--- src/rtl/ec_mvd_rd_pkg.sv ---
// ec_mvd_rd_pkg -- shared definitions for the mvd buffer reader.
//   state_t     : reader FSM encoding (IDLE / READ / DRAIN)
//   FIFO_DEPTH  : depth of the output skid FIFO
//   X_/Y_ MSB/LSB : bit positions of mvd_x and mvd_y inside a buffer word
//   MAX_NUM     : largest fetch length; larger requests are clamped to it
package ec_mvd_rd_pkg;

    typedef enum logic [1:0] {
        ST_IDLE  = 2'd0,
        ST_READ  = 2'd1,
        ST_DRAIN = 2'd2
    } state_t;

    localparam int FIFO_DEPTH = 2;

    localparam int X_MSB = 17;
    localparam int X_LSB = 9;
    localparam int Y_MSB = 8;
    localparam int Y_LSB = 0;

    localparam logic [5:0] MAX_NUM = 6'd32;

endpackage

--- src/rtl/ec_mvd_rd_if.sv ---
// ec_mvd_rd_if -- buffer read bus plus mvd output stream of the reader.
//   rd_o / r_addr_o / data_i   : synchronous buffer read (data one cycle after rd_o)
//   mvd_valid_o / mvd_ready_i  : output handshake
//   mvd_x_o, mvd_y_o           : signed mvd components of the head word
//   mvd_idx_o, mvd_last_o      : entry index and final-entry flag
//   mvd_abs_x_o, mvd_abs_y_o   : magnitudes, present only with EC_MVD_ABS_EN
// master = the reader, slave = buffer + consumer side.
interface ec_mvd_rd_if #(
    parameter int AW = 5,
    parameter int DW = 18
);
    logic                 rd_o;
    logic [AW-1:0]        r_addr_o;
    logic [DW-1:0]        data_i;
    logic                 mvd_valid_o;
    logic                 mvd_ready_i;
    logic signed [8:0]    mvd_x_o;
    logic signed [8:0]    mvd_y_o;
    logic [AW-1:0]        mvd_idx_o;
    logic                 mvd_last_o;
`ifdef EC_MVD_ABS_EN
    logic [8:0]           mvd_abs_x_o;
    logic [8:0]           mvd_abs_y_o;

    modport master (
        output rd_o, r_addr_o,
        input  data_i,
        output mvd_valid_o,
        input  mvd_ready_i,
        output mvd_x_o, mvd_y_o, mvd_idx_o, mvd_last_o,
        output mvd_abs_x_o, mvd_abs_y_o
    );

    modport slave (
        input  rd_o, r_addr_o,
        output data_i,
        input  mvd_valid_o,
        output mvd_ready_i,
        input  mvd_x_o, mvd_y_o, mvd_idx_o, mvd_last_o,
        input  mvd_abs_x_o, mvd_abs_y_o
    );
`else
    modport master (
        output rd_o, r_addr_o,
        input  data_i,
        output mvd_valid_o,
        input  mvd_ready_i,
        output mvd_x_o, mvd_y_o, mvd_idx_o, mvd_last_o
    );

    modport slave (
        input  rd_o, r_addr_o,
        output data_i,
        input  mvd_valid_o,
        output mvd_ready_i,
        input  mvd_x_o, mvd_y_o, mvd_idx_o, mvd_last_o
    );
`endif

endinterface

--- src/rtl/ec_mvd_fifo2.sv ---
// ec_mvd_fifo2 -- two-entry FIFO holding fetched mvd entries.
//   clk, rst : clock, asynchronous active-high reset (pointers and count only)
//   push/din : write din at the tail (ignored when full without a pop)
//   pop      : drop the head entry (ignored when empty)
//   count    : number of stored entries, 0..2
//   dout     : head entry, meaningful while count != 0
module ec_mvd_fifo2
    import ec_mvd_rd_pkg::*;
#(
    parameter int W = 24
) (
    input  logic         clk,
    input  logic         rst,
    input  logic         push,
    input  logic         pop,
    input  logic [W-1:0] din,
    output logic [1:0]   count,
    output logic [W-1:0] dout
);

    logic [W-1:0] mem [FIFO_DEPTH];
    logic         wr_ptr;
    logic         rd_ptr;
    logic         do_push;
    logic         do_pop;

    assign do_pop  = pop && (count != 2'd0);
    assign do_push = push && ((count < 2'(FIFO_DEPTH)) || do_pop);

    always_ff @(posedge clk or posedge rst) begin
        if (rst) begin
            wr_ptr <= 1'b0;
            rd_ptr <= 1'b0;
            count  <= 2'd0;
        end else begin
            if (do_push) wr_ptr <= ~wr_ptr;
            if (do_pop)  rd_ptr <= ~rd_ptr;
            // push and pop together cancel out
            count <= count + {1'b0, do_push} - {1'b0, do_pop};
        end
    end

    always_ff @(posedge clk) begin
        if (do_push) mem[wr_ptr] <= din;
    end

    assign dout = mem[rd_ptr];

endmodule

--- src/rtl/ec_mvd_rd.sv ---
// ec_mvd_rd -- fetches num_i mvd words from a synchronous buffer starting at
// address 0 and streams them out through a valid/ready handshake.
//   clk, rst       : clock, asynchronous active-high reset
//   start_i, num_i : start pulse and entry count (clamped to 32, 0 = no-op)
//   busy_o, done_o : fetch in progress / one-cycle completion pulse
//   bus (master)   : buffer read bus and mvd output stream (ec_mvd_rd_if)
// Optional feature: define EC_MVD_ABS_EN to add saturated |mvd_x|, |mvd_y|
// outputs that travel with each FIFO entry.
module ec_mvd_rd
    import ec_mvd_rd_pkg::*;
#(
    parameter int AW = 5,
    parameter int DW = 18
) (
    input  logic        clk,
    input  logic        rst,
    input  logic        start_i,
    input  logic [5:0]  num_i,
    output logic        busy_o,
    output logic        done_o,
    ec_mvd_rd_if.master bus
);

    typedef struct packed {
`ifdef EC_MVD_ABS_EN
        logic [8:0]        abs_x;
        logic [8:0]        abs_y;
`endif
        logic              last;
        logic [AW-1:0]     idx;
        logic signed [8:0] x;
        logic signed [8:0] y;
    } entry_t;

    localparam int EW = $bits(entry_t);

`ifdef EC_MVD_ABS_EN
    localparam logic signed [8:0] MVD_MIN = 9'sh100;

    // -256 has no positive 9-bit counterpart, so it saturates to 255
    function automatic logic [8:0] abs_sat(input logic signed [8:0] v);
        if (v == MVD_MIN) return 9'd255;
        else if (v < 0)   return -v;
        else              return v;
    endfunction
`endif

    state_t          state;
    logic [5:0]      num_r;
    logic [5:0]      rd_cnt;
    logic [5:0]      push_cnt;
    logic [5:0]      num_clamped;
    logic [AW-1:0]   addr;
    logic            rd;
    logic            rd_p1;
    logic            push;
    logic            pop;
    logic            valid;
    logic            start_ok;
    logic [1:0]      count;
    logic [2:0]      occ;
    logic [DW-1:0]   word;
    logic [EW-1:0]   head_bits;
    entry_t          push_e;
    entry_t          head_e;

    assign num_clamped = (num_i > MAX_NUM) ? MAX_NUM : num_i;
    assign start_ok    = start_i && (state == ST_IDLE);

    assign valid = (count != 2'd0);
    assign pop   = valid && bus.mvd_ready_i;
    assign push  = rd_p1;

    // Occupancy the FIFO will reach once the read now returning has landed.
    // A read issued this cycle lands two edges later, by which time at most
    // one more pop can have happened, so occ < 2 keeps the FIFO from
    // overflowing while still allowing one read per cycle at full rate.
    // rd_o is combinational from the registered state so it reacts to this
    // cycle's pop; a registered rd_o would see the pop a cycle late and
    // could not sustain back-to-back words through a 2-deep FIFO.
    assign occ = {1'b0, count} + {2'b0, push} - {2'b0, pop};
    assign rd  = (state == ST_READ) && (occ < 3'(FIFO_DEPTH));

    assign bus.rd_o     = rd;
    assign bus.r_addr_o = addr;

    always_ff @(posedge clk or posedge rst) begin
        if (rst) begin
            state  <= ST_IDLE;
            busy_o <= 1'b0;
            done_o <= 1'b0;
            num_r  <= 6'd0;
            rd_cnt <= 6'd0;
            addr   <= '0;
        end else begin
            done_o <= 1'b0;
            case (state)
                ST_IDLE: begin
                    if (start_i) begin
                        if (num_clamped == 6'd0) begin
                            done_o <= 1'b1;
                        end else begin
                            state  <= ST_READ;
                            busy_o <= 1'b1;
                            num_r  <= num_clamped;
                            rd_cnt <= 6'd0;
                            addr   <= '0;
                        end
                    end
                end
                ST_READ: begin
                    if (rd) begin
                        rd_cnt <= rd_cnt + 6'd1;
                        addr   <= addr + 1'b1;
                        if (rd_cnt == num_r - 6'd1) state <= ST_DRAIN;
                    end
                end
                ST_DRAIN: begin
                    if (pop && head_e.last) begin
                        state  <= ST_IDLE;
                        busy_o <= 1'b0;
                        done_o <= 1'b1;
                    end
                end
                default: begin
                    state  <= ST_IDLE;
                    busy_o <= 1'b0;
                end
            endcase
        end
    end

    // read-return stage: data_i is valid the cycle after rd_o
    always_ff @(posedge clk or posedge rst) begin
        if (rst) begin
            rd_p1    <= 1'b0;
            push_cnt <= 6'd0;
        end else begin
            rd_p1 <= rd;
            if (start_ok)  push_cnt <= 6'd0;
            else if (push) push_cnt <= push_cnt + 6'd1;
        end
    end

    assign word = bus.data_i;

    always_comb begin
        push_e      = '0;
        push_e.x    = word[X_MSB:X_LSB];
        push_e.y    = word[Y_MSB:Y_LSB];
        push_e.idx  = push_cnt[AW-1:0];
        push_e.last = (push_cnt == num_r - 6'd1);
`ifdef EC_MVD_ABS_EN
        push_e.abs_x = abs_sat(word[X_MSB:X_LSB]);
        push_e.abs_y = abs_sat(word[Y_MSB:Y_LSB]);
`endif
    end

    ec_mvd_fifo2 #(
        .W (EW)
    ) u_fifo (
        .clk   (clk),
        .rst   (rst),
        .push  (push),
        .pop   (pop),
        .din   (push_e),
        .count (count),
        .dout  (head_bits)
    );

    assign head_e = entry_t'(head_bits);

    // Outputs are masked with valid so an empty FIFO (including right after
    // reset) presents zeros instead of stale storage.
    assign bus.mvd_valid_o = valid;
    assign bus.mvd_x_o     = valid ? head_e.x   : '0;
    assign bus.mvd_y_o     = valid ? head_e.y   : '0;
    assign bus.mvd_idx_o   = valid ? head_e.idx : '0;
    assign bus.mvd_last_o  = valid && head_e.last;
`ifdef EC_MVD_ABS_EN
    assign bus.mvd_abs_x_o = valid ? head_e.abs_x : '0;
    assign bus.mvd_abs_y_o = valid ? head_e.abs_y : '0;
`endif

endmodule
--- src/flat_wrapper.sv ---
// flat-port wrapper written by rule: the top's interface ports become plain ports
module ec_mvd_rd_flat import ec_mvd_rd_pkg::*;
#(
    parameter int AW = 5,
    parameter int DW = 18
)
  (clk, rst, start_i, num_i, busy_o, done_o, bus_rd_o, bus_r_addr_o, bus_data_i, bus_mvd_valid_o, bus_mvd_ready_i, bus_mvd_x_o, bus_mvd_y_o, bus_mvd_idx_o, bus_mvd_last_o);
  ec_mvd_rd_if #(.AW(AW), .DW(DW)) bus_i ();
  input  logic clk;
  input  logic rst;
  input  logic start_i;
  input  logic [5:0] num_i;
  output logic busy_o;
  output logic done_o;
  output wire logic [$bits(bus_i.rd_o)-1:0] bus_rd_o;
  output wire logic [$bits(bus_i.r_addr_o)-1:0] bus_r_addr_o;
  input wire logic [$bits(bus_i.data_i)-1:0] bus_data_i;
  output wire logic [$bits(bus_i.mvd_valid_o)-1:0] bus_mvd_valid_o;
  input wire logic [$bits(bus_i.mvd_ready_i)-1:0] bus_mvd_ready_i;
  output wire logic [$bits(bus_i.mvd_x_o)-1:0] bus_mvd_x_o;
  output wire logic [$bits(bus_i.mvd_y_o)-1:0] bus_mvd_y_o;
  output wire logic [$bits(bus_i.mvd_idx_o)-1:0] bus_mvd_idx_o;
  output wire logic [$bits(bus_i.mvd_last_o)-1:0] bus_mvd_last_o;
  assign bus_rd_o = bus_i.rd_o;
  assign bus_r_addr_o = bus_i.r_addr_o;
  assign bus_i.data_i = bus_data_i;
  assign bus_mvd_valid_o = bus_i.mvd_valid_o;
  assign bus_i.mvd_ready_i = bus_mvd_ready_i;
  assign bus_mvd_x_o = bus_i.mvd_x_o;
  assign bus_mvd_y_o = bus_i.mvd_y_o;
  assign bus_mvd_idx_o = bus_i.mvd_idx_o;
  assign bus_mvd_last_o = bus_i.mvd_last_o;
  ec_mvd_rd #(.AW(AW), .DW(DW)) u_core (.clk(clk), .rst(rst), .start_i(start_i), .num_i(num_i), .busy_o(busy_o), .done_o(done_o), .bus(bus_i));
endmodule
--- config.mk ---
export PLATFORM = sky130hd
export DESIGN_NAME = ec_mvd_rd_flat
export DESIGN_NICKNAME = d
export VERILOG_FILES = /design/src/rtl/ec_mvd_rd_pkg.sv /design/src/rtl/ec_mvd_rd_if.sv /design/src/rtl/ec_mvd_fifo2.sv /design/src/rtl/ec_mvd_rd.sv /design/src/flat_wrapper.sv
export SDC_FILE = /design/constraint.sdc
export NUM_CORES = 1
export LEC_CHECK = 0
export CAP_MARGIN = 25
export CORE_MARGIN = 4
export CORE_UTILIZATION = 48
export DETAILED_ROUTE_END_ITERATION = 8
export PLACE_DENSITY_LB_ADDON = 0.3
export SYNTH_ARGS = -nofsm -noshare
export SYNTH_HDL_FRONTEND = slang
export SYNTH_HIERARCHICAL = 1
export SYNTH_SLANG_ARGS = --single-unit
--- constraint.sdc ---
create_clock -name clk -period 2.54 [get_ports clk]
set_input_delay 0.508 -clock clk [delete_from_list [all_inputs] [get_ports clk]]
set_output_delay 0.508 -clock clk [all_outputs]
set_load 0.02 [all_outputs]
== Yosys cells after proc, flatten, opt, wreduce, memory -nomap -nowiden ==
Memories as Yosys holds them, arrays and structs flattened.
Index checks and enable logic that the tools add are counted.
Storage, ports and cells
  memories kept: 1
  logic and storage cells: 83
  memory bits (writable): 48
  flip-flop bits (word level): 32
Operators by class
  reduce and logical (&&, ||, !) cells: 17
  magnitude comparators: 3
  add/subtract/negate cells: 8
  multiplexer cells: 30
  bitwise logic cells: 4
  eq/ne operators: 9
Memory list
  u_core.u_fifo.mem: depth 2, width 24, read ports 1, clocked after Yosys merged registers in 0, wr ports 1, RTL line ec_mvd_fifo2.sv:21  | logic [W-1:0] mem [FIFO_DEPTH];
Operator list (number)
  $mux 6: 6
  $mux 5: 4
  $mux 9: 2
  $add 6x1->6 const B: 2
  $eq 6x6->1: 2
  $pmux 6 s2: 1
  $mux 2: 5
  $pmux 5 s2: 1
  $mux 1: 8
  $reduce_and 4->1: 2
  $logic_and 1x1->1: 7
  $gt 6x6->1 const B: 1
  $logic_not 6->1: 1
  $ne 2x2->1 const B: 3
  $pmux 2 s3: 1
  $reduce_bool 2->1: 3
  $sub 6x1->6 const B: 1
  $add 5x1->5 const B: 1
  $reduce_and 5->1: 1
  $ne 2x1->1 const B: 2
  $not 1->1: 4
  $add 2x1->3: 1
  $lt 3x2->1 const B: 1
  $pmux 1 s3: 1
  10 further kinds: 10

== Depth between registers and ports, before layout ==
Gate-level depths: netlist of run 1.
  depth in word-level cells: 7
  gate-level depth with buffers: 12
  depth with buffers taken out: 10

== By module ==
The synthesis of run 1 kept the hierarchy.
Modules (own cells, without submodules)
  ec_mvd_fifo2: seq. area each 1541.5 um2, cells an instance 93, area each 2033.2 um2, times used 1
  ec_mvd_rd: seq. area each 700.7 um2, cells an instance 181, area each 1715.4 um2, times used 1

== Worst setup path after synthesis of run 1 ==
No wires, ideal clock.
  path type: register to output
  start point: reg u_core.u_fifo.count[1]
  end point: out bus_rd_o
  path buffers: 2
  data arrival time: 2.251 ns
  setup slack: -0.219 ns
  stages on the path, launching flop included: 10
  data required time: 2.032 ns
  cells stage by stage: dfrtp_1 > or2_2 > clkbuf_1 > and2_1 > nor2b_1 > o21ai_0 > fa_1 > xor2_1 > and3b_1 > buf_4
On the way
  cells in the longest elaborated chain, start to end: 5
  elaborated cells on any way between the ends: 6
  classes of those cells: 2 x add/sub; 1 x order compare; 3 x reduce/logical
Ends and longest elaborated chain
  from (decl): RTL line ec_mvd_fifo2.sv:17  | output logic [1:0] count,
  from (signal assigned): RTL line ec_mvd_fifo2.sv:39  | count <= count + {1'b0, do_push} - {1'b0, do_pop};
  $reduce_bool 2->1: RTL line ec_mvd_rd.sv:70  | assign valid = (count != 2'd0);
  $logic_and 1x1->1: RTL line ec_mvd_rd.sv:71  | assign pop = valid && bus.mvd_ready_i;
  named net u_core.pop: RTL line ec_mvd_rd.sv:57  | logic pop;
  $sub 3x1->3: RTL line ec_mvd_rd.sv:81  | assign occ = {1'b0, count} + {2'b0, push} - {2'b0, pop};
  $lt 3x2->1: RTL line ec_mvd_rd.sv:82  | assign rd = (state == ST_READ) && (occ < 3'(FIFO_DEPTH));
  $logic_and 1x1->1: RTL line ec_mvd_rd.sv:82
  to (decl): RTL line flat_wrapper.sv:15  | output wire logic [$bits(bus_i.rd_o)-1:0] bus_rd_o;
The timed path passes the listed nets, and every way through them passes these cells.

== Worst setup path after layout of run 1 ==
Same ends and word-level chain as after synthesis.

==> metrics.md, run 1 <==
| Metric | Value |
|---|---|
| Cts bufs inserted | 9 |
| Final Instance Count excl. Fillers | around 460 |
| Via count | between 2000 and 2500 |
| Fin crit period | between 2 and 3 ns |
| Final period utilization | 109% |
| Rows | 31 |
| Cts hold-fix bufs | 0 |
| Post-DP Area | about 0.0046 mm² |
| Core ar. | ~0.0074 mm² |
| Vias in the first global route | about 2200 |
| Post-synthesis adder-cell area fraction | between 2 and 3% |
| Synth Area in Simple Gates | between 10% and 20% |
| Layout Nets | 393 |
| Share of layout cells above drive strength 1 | 23.4% |
| Drt first-iter violations | 101 |
| Min Hold Slack | about 0.37 ns |
| Worst EP arrival | between 2 and 2.5 ns |
| Die area | 0.00929 mm² |
| GPL Wtd Cong | around 0.74 |
| Data required time of the worst path | about 2.0 ns |
| YS warnings | 6 |
| Hold Crit Class | in2async |
| CTS tree | done |
| Fillers | approximately 550 |
| Starting density of the core | between 50% and 60% |
| Syn Nets | 309 |
| Worst-case vdd ir drop | roughly 700 µV |
| Skew-Pair Late Insertion Delay | approximately 0.35 ns |
| Failing checks | negative setup slack |
| I/O Pins | 61 |
| Synth cell types | 42 |
| Mean Syn Cell Area | 13.7 µm² |
| Post-detail-place hpwl | about 4700 µm |
| Area leader, netlist | edfxtp_1 |
| Initial antenna violation count | 0 |
| DP Worst Slack | -0.703 ns |
| Final hold vios | 0 |
| Area Growth Syn to Fin | 30.3% |
| Worst reg-to-reg path cell count | 12 |
| Critical path type | reg2out |
| Crit-path max FO | 2 |
| Synth Area in Compound Gates | under 10% |
| Pwr dens | roughly 1200 mW/mm² |
| CTS Buffer Depth | 2 |
| Status | finished, violations left |
| Gate Count Post-Synth | roughly 270 |
| Leak | approximately 2.2 nW |
| Yosys top cell area share | roughly two fifths |
| Unrepaired setup endpoints after global routing | true |
| Antenna cells | 0 |
| Clk sinks | 80 |
| Routed wire length | ~6700 µm |
| Max Cap Viol | 0 |
| Root buf cell | clkbuf_8 |
| Top cells by area, synth | edfxtp_1, dfrtp_1, mux2_4 |
| Synth Cell Area | 0.00375 mm² |
| DRC viols | 0 |
| Chip width | roughly 96 µm |
| GRT Overall Usage | between 10% and 20% |
| Clk_skew | 0.00913 ns |
| Pwr Total | around 6.0 mW |
| #FFs+latches synth | 80 |
| Drt first pass iters | 4 |
| Vias/cell | slightly below 5 |
| Setup ws final | -0.235 ns |
| Post-route cell area | just under 0.005 mm² |
| I/O Buffers | 60 |
| Endpoints failing setup | 3 |
| Reg-to-reg startpoint | u_core/u_fifo/count[1]$_DFF_PP0_ |
| Xor/xnor share of the synthesized area | ~8% |
| Slew Limit Headroom | approximately three fifths |
| Largest net degree at the start of global routing | 29 |
| Die height | 96.4 µm |
| Critical path origin | u_core/u_fifo/count[1]$_DFF_PP0_ |
| Post-Place Cells | approximately 440 |
| Worst setup SP type | flop |
| Post-synthesis sequential area ratio | between 50% and 60% |
| Worst slew pin tran | 0.626 ns |
| First-pass GRT wire length | approximately 11000 µm |
| Max Slew Vio Count | 0 |
| Antenna Nets Post-Route | 0 |
| Mux cell area share after synthesis | between 9 and 10% |
| # H-tree levels | 3 |
| Peak Freq | approximately 0.36 GHz |
| Largest family of logic cells by synthesized area | simple AND/OR/NAND/NOR gates |
| Total grt overflow | 0 |
| Clock transition at path regs | around 0.090 ns |
| Routed length per placed instance | between 10 and 15 µm |
| Worst setup EP type | output port |
==> worst paths after layout <==
kind | endpoint | slack, ns
min in group clk | u_core/u_fifo/wr_ptr$_DFFE_PP0P_ | 0.52
min reg2reg | u_core/u_fifo/wr_ptr$_DFFE_PP0P_ | 0.52
min | u_core/u_fifo/wr_ptr$_DFFE_PP0P_ | 0.37
max reg2reg | u_core/rd_cnt[5]$_DFFE_PP0P_ | -0.01
max | bus_rd_o | -0.24
max in group asynchronous | u_core/push_cnt[2]$_DFFE_PP0P_ | 1.71
==> area by class of cell <==
cell class              instances  area (µm²)  area share [%]
repair buffers                 83         872            17.9
clock inverters                 7        55.1            1.13
multi-input cells             176        1440            29.4
clock buffers                   9         124            2.54
well taps                      99         124            2.54
flip-flops and latches         80        2240            45.9
inverters                       8        30.0           0.615
==> synthesized netlist by cell type (all sizes together) <==
master,number
nand4,6
dfrtp,32
clkbuf,5
inv,8
buf,5
nor2,16
xor2,18
and2,25
a21boi,1
edfxtp,48
nor3b,1
o31ai,1
nor3,3
nand2,19
fa,1
nor4b,1
a22o,1
or3,1
or3b,2
o2111ai,1
mux2i,1
xnor2,16
o21a,1
or2,1
nor2b,3
a31oi,1
nand3,2
and3b,1
and3,1
nand4b,1
nor4,1
o21ai,9
a21oi,4
nand3b,5
ha,6
mux2,26
==> metrics by stage <==
stage	utilization (%)	setup TNS (ns)
after CTS	64.0	-0.246
after global placement	61.6	-3.18
after detailed placement	61.6	-3.94
final	65.9	-0.253
after global routing	65.9	-0.993
after floorplan	-	0
==> cells by family after synthesis <==
| logic type | count (synthesis) |
|---|---|
| mux | 27 |
| compound gates | 19 |
| fa+ha+maj | 7 |
| flops | 80 |
| buf+inv | 18 |
| simple gates | 89 |
| xor+xnor | 34 |
==> what timing repair did <==
action	CTS	global route
setup buffers	0	4
setup endpoints to repair	2	28
pin swaps	1	8
resized for setup	9	31
gates cloned	0	1
==> flip-flops by register name (all words and copies together) (netlist names) <==
signal	cells
u_core/u_fifo/count	2
u_core/u_fifo/wr_ptr	1
u_core/push	1
u_core/done_o	1
u_core/rd_cnt	6
u_core/busy_o	1
u_core/u_fifo/mem	48
u_core/u_fifo/rd_ptr	1
u_core/bus.r_addr_o	5
u_core/push_cnt	6
u_core/state	2
u_core/num_r	6
==> layer usage <==
metal  GRT usage, %  up-vias  wire length, µm
met5              0        -                0
met4           4.09        0               59
met3           5.03        7              461
met2           25.8       69             3280
met1           19.0     1055             2900
li1               -     1131                -
==> power by group <==
group	total (mW)	switching, mW	internal [mW]
combinational	3.11	1.46	1.65
clock	0.835	0.472	0.363
sequential	2.00	0.263	1.74
==> worst max-delay path, stage by stage (launching register included) <==
cell     delay (ns)
dfrtp_2        0.41
or2_4          0.25
and2_4         0.14
nor2b_4        0.13
buf_6          0.11
fa_2           0.34
xor2_1         0.17
and3b_2        0.26
buf_6          0.13
==> placed cells by master, fill, tap and decap left out, drive strengths merged, types with 4 or more instances in the layout <==
cell and count:
a21oi 4, and2 25, buf 23, clkbuf 10, clkdlybuf4s50 35, clkinv 4
dfrtp 32, dlymetal6s2s 23, edfxtp 48, ha 6, inv 10, mux2 26
nand2 19, nand3b 5, nand4 6, nor2 16, o21ai 9, xnor2 16
xor2 18
(Power assumes the default switching activity.)
==> run 2: changes to the inputs <==
- REMOVE_ABC_BUFFERS: not set -> 1
==> run 2 against run 1 <==
Effect of this change:
- the run still ends with negative setup slack left
- sequential share of layout area decreased by 0.86 points
- largest cell class unchanged
- flip-flop and latch count unchanged
- utilization increased by 1.2 points
- hold slack improved by 0.0085 ns
- final cell count increased by 0.87%
- design area increased by 1.8%
- register-to-register slack got worse by 0.18 ns
- global-route usage increased by 0.58 points
- sequential power about the same
- worst setup slack got worse by 0.018 ns
==> metrics.md, run 2 (synthesis gave the netlist of run 1 again) <==
| Metric | Value |
|---|---|
| Status | finished, violations left |
| Failing checks | negative setup slack |
| Initial antenna violation count | 0 (unchanged) |
| Worst slew pin tran | 0.811 ns (+0.185 ns) |
| Max Slew Vio Count | 0 (unchanged) |
| First-pass GRT wire length | 11100 µm (+3.2%) |
| Clock transition at path regs | 0.08 ns (about the same) |
| Drt first pass iters | 4 (unchanged) |
| Starting density of the core | 50.6% (unchanged) |
| # H-tree levels | 3 (unchanged) |
| Unrepaired setup endpoints after global routing | true |
| Clk sinks | 80 (unchanged) |
| Most frequent cells in the layout | edfxtp_1, clkdlybuf4s50_1, dfrtp_1 |
| Critical path type | reg2out |
| Vias/cell | 4.99 (+1.9%) |
| Max reg flops | 48 (unchanged) |
| Final period utilization | 110% (+0.71 points) |
| Rows | 31 (unchanged) |
| Fillers | 546 (-0.18%) |
| Routed length per placed instance | 15.0 µm (+3.2%) |
| Setup ws final | -0.253 ns (-0.0179 ns) |
| Vias in the first global route | 2341 (+5.5%) |
| Multi-input logic area | 0.00146 mm² (+1.4%) |
| Skew-Pair Late Insertion Delay | 0.35 ns (about the same) |
| Biggest register | u_core/u_fifo/mem |
| Antenna Nets Post-Route | 0 (unchanged) |
| Data required time of the worst path | 2.03 ns (about the same) |
| Area Growth Syn to Fin | 32.7% |
| Die area | 0.00929 mm² (unchanged) |
| Die height | 96.4 µm (unchanged) |
| Commonest non-fill, non-tap cell in the layout | edfxtp_1 |
| Endpoints failing setup | 14 (+11) |
| Crit-path max FO | 2 (unchanged) |
| Clk_skew | 0.00688 ns (-0.00225 ns) |
| Worst setup EP type | output port |
| Total grt overflow | 0 (unchanged) |
| Fin util | 67.1% (+1.2 points) |
| Slew Limit Headroom | 45.6% (-12 points) |
| Routed wire length | 6980 µm (+4.1%) |
| Cts bufs inserted | 9 (unchanged) |
| Post-detail-place hpwl | 4650 µm (-1.2%) |
| Register Area | 0.00224 mm² (about the same) |
| Largest net degree at the start of global routing | 29 (unchanged) |
| Fin crit period | 2.79 ns (+0.0179 ns) |
| Layout Nets | 397 (+1.0%) |
| CTS Buffer Depth | 2 (unchanged) |
| CTS tree | done |
| Final Instance Count excl. Fillers | 466 (+0.87%) |
| R2R Setup Slk | -0.19 ns (-0.18 ns) |
| Hold Crit Class | in2async |
| Core ar. | 0.00741 mm² (unchanged) |
| GPL Wtd Cong | 0.776 (+4.6%) |
| Max Cap Viol | 0 (unchanged) |
| Peak Freq | 0.358 GHz (-0.64%) |
| Via count | 2324 (+2.7%) |
| I/O Pins | 61 (unchanged) |
| GRT Overall Usage | 15.9% (+0.58 points) |
| Cts hold-fix bufs | 0 (unchanged) |
| Worst EP arrival | 2.29 ns (+0.02 ns) |
| Chip width | 96.4 µm (unchanged) |
| I/O Buffers | 60 (unchanged) |
| Leak | 2.25 nW (+2.7%) |
| Drt first-iter violations | 55 (-46%) |
| Worst setup SP type | flop |
| Antenna cells | 0 (unchanged) |
| Share of layout cells above drive strength 1 | 24.5% (+1.1 points) |
| Final hold vios | 0 (unchanged) |
| Min Hold Slack | 0.376 ns (+0.00854 ns) |
| Post-Place Cells | 441 (unchanged) |
| DRC viols | 0 (unchanged) |
| Root buf cell | clkbuf_8 |
| Pwr dens | 1270 mW/mm² (+4.5%) |
| Worst-case vdd ir drop | 886 µV (+26%) |
[run 2: cell types whose count changed in the layout (fill, tap and decap cells not counted), sizes merged]
| cell | change |
|---|---|
| buf | +5 |
| dlygate4sd2 | -1 |
| clkinv | -1 |
| inv | -1 |
| dlymetal6s2s | +1 |
| bufinv | +2 |
| clkbuf | -1 |
[run 2: power by group]
group	switching, mW	total (mW)	internal, mW
clock network	0.461	1.02	0.555
logic	1.53	3.32	1.79
registers	0.260	2.00	1.74
total	2.25	6.34	4.09
[run 2: per-layer routing]
layer  wire (µm)  global-route usage, %  up-vias
met4          78                   5.49        0
met1        3110                   19.6     1131
met5           0                      0        -
met3         338                   3.72        8
met2        3460                   27.4       54
li1            -                      -     1131
[run 2: path summary, 6_finish.rpt]
path                                                   from  depth (start not counted)                                to
max in group asynchronous                               rst                          3    u_core/push_cnt[4]$_DFFE_PP0P_
min reg2reg                u_core/u_fifo/wr_ptr$_DFFE_PP0P_                          1  u_core/u_fifo/wr_ptr$_DFFE_PP0P_
max reg2reg                u_core/u_fifo/count[0]$_DFF_PP0_                         13      u_core/rd_cnt[5]$_DFFE_PP0P_
min in group clk           u_core/u_fifo/wr_ptr$_DFFE_PP0P_                          1  u_core/u_fifo/wr_ptr$_DFFE_PP0P_
max                        u_core/u_fifo/count[0]$_DFF_PP0_                          8                          bus_rd_o
min                                                     rst                          2  u_core/u_fifo/count[1]$_DFF_PP0_
[run 2: what timing repair did]
item / in CTS / in global routing
cloned: 1 / 0
endpoints found under the hold margin: 0 / 0
gates resized for setup: 25 / 31
endpoints found under the setup margin: 13 / 27
buffers inserted: 5 / 3
pin swaps: 9 / 7
[run 2: per-stage QoR]
| stage | TNS, ns | setup slack [ns] | total power [mW] | cell area, µm² |
|---|---|---|---|---|
| floorplan | -6.17 | -0.401 | 3.86 | 3660 |
| global placement | -4.88 | -0.790 | 4.86 | 4530 |
| detailed placement | -5.54 | -0.805 | 4.93 | 4530 |
| CTS | -1.15 | -0.275 | 6.34 | 4870 |
| global route | -3.12 | -0.320 | 6.75 | 4970 |
| finish | -1.77 | -0.253 | 6.34 | 4970 |
[run 2: layout make-up]
cell class | count | area share (%)
sequential | 80 | 45.1
tap | 99 | 2.49
timing repair buffer | 87 | 18.2
multi-input combinational | 176 | 29.3
clock inverter | 7 | 1.91
inverter | 8 | 0.604
clock buffer | 9 | 2.49
[run 2: worst max-delay path: stages (launching register included)]
cell,delay [ns]
dfrtp_1,0.39
or2_4,0.26
and2_4,0.14
nor2b_4,0.13
buf_6,0.11
fa_2,0.36
xor2_2,0.15
and3b_2,0.27
buf_6,0.12
==> run 3: changes to the inputs <==
- SLEW_MARGIN: not set -> 20
==> results of run 3 <==
The final DEF is identical to that of run 2; final timing and power are the same.
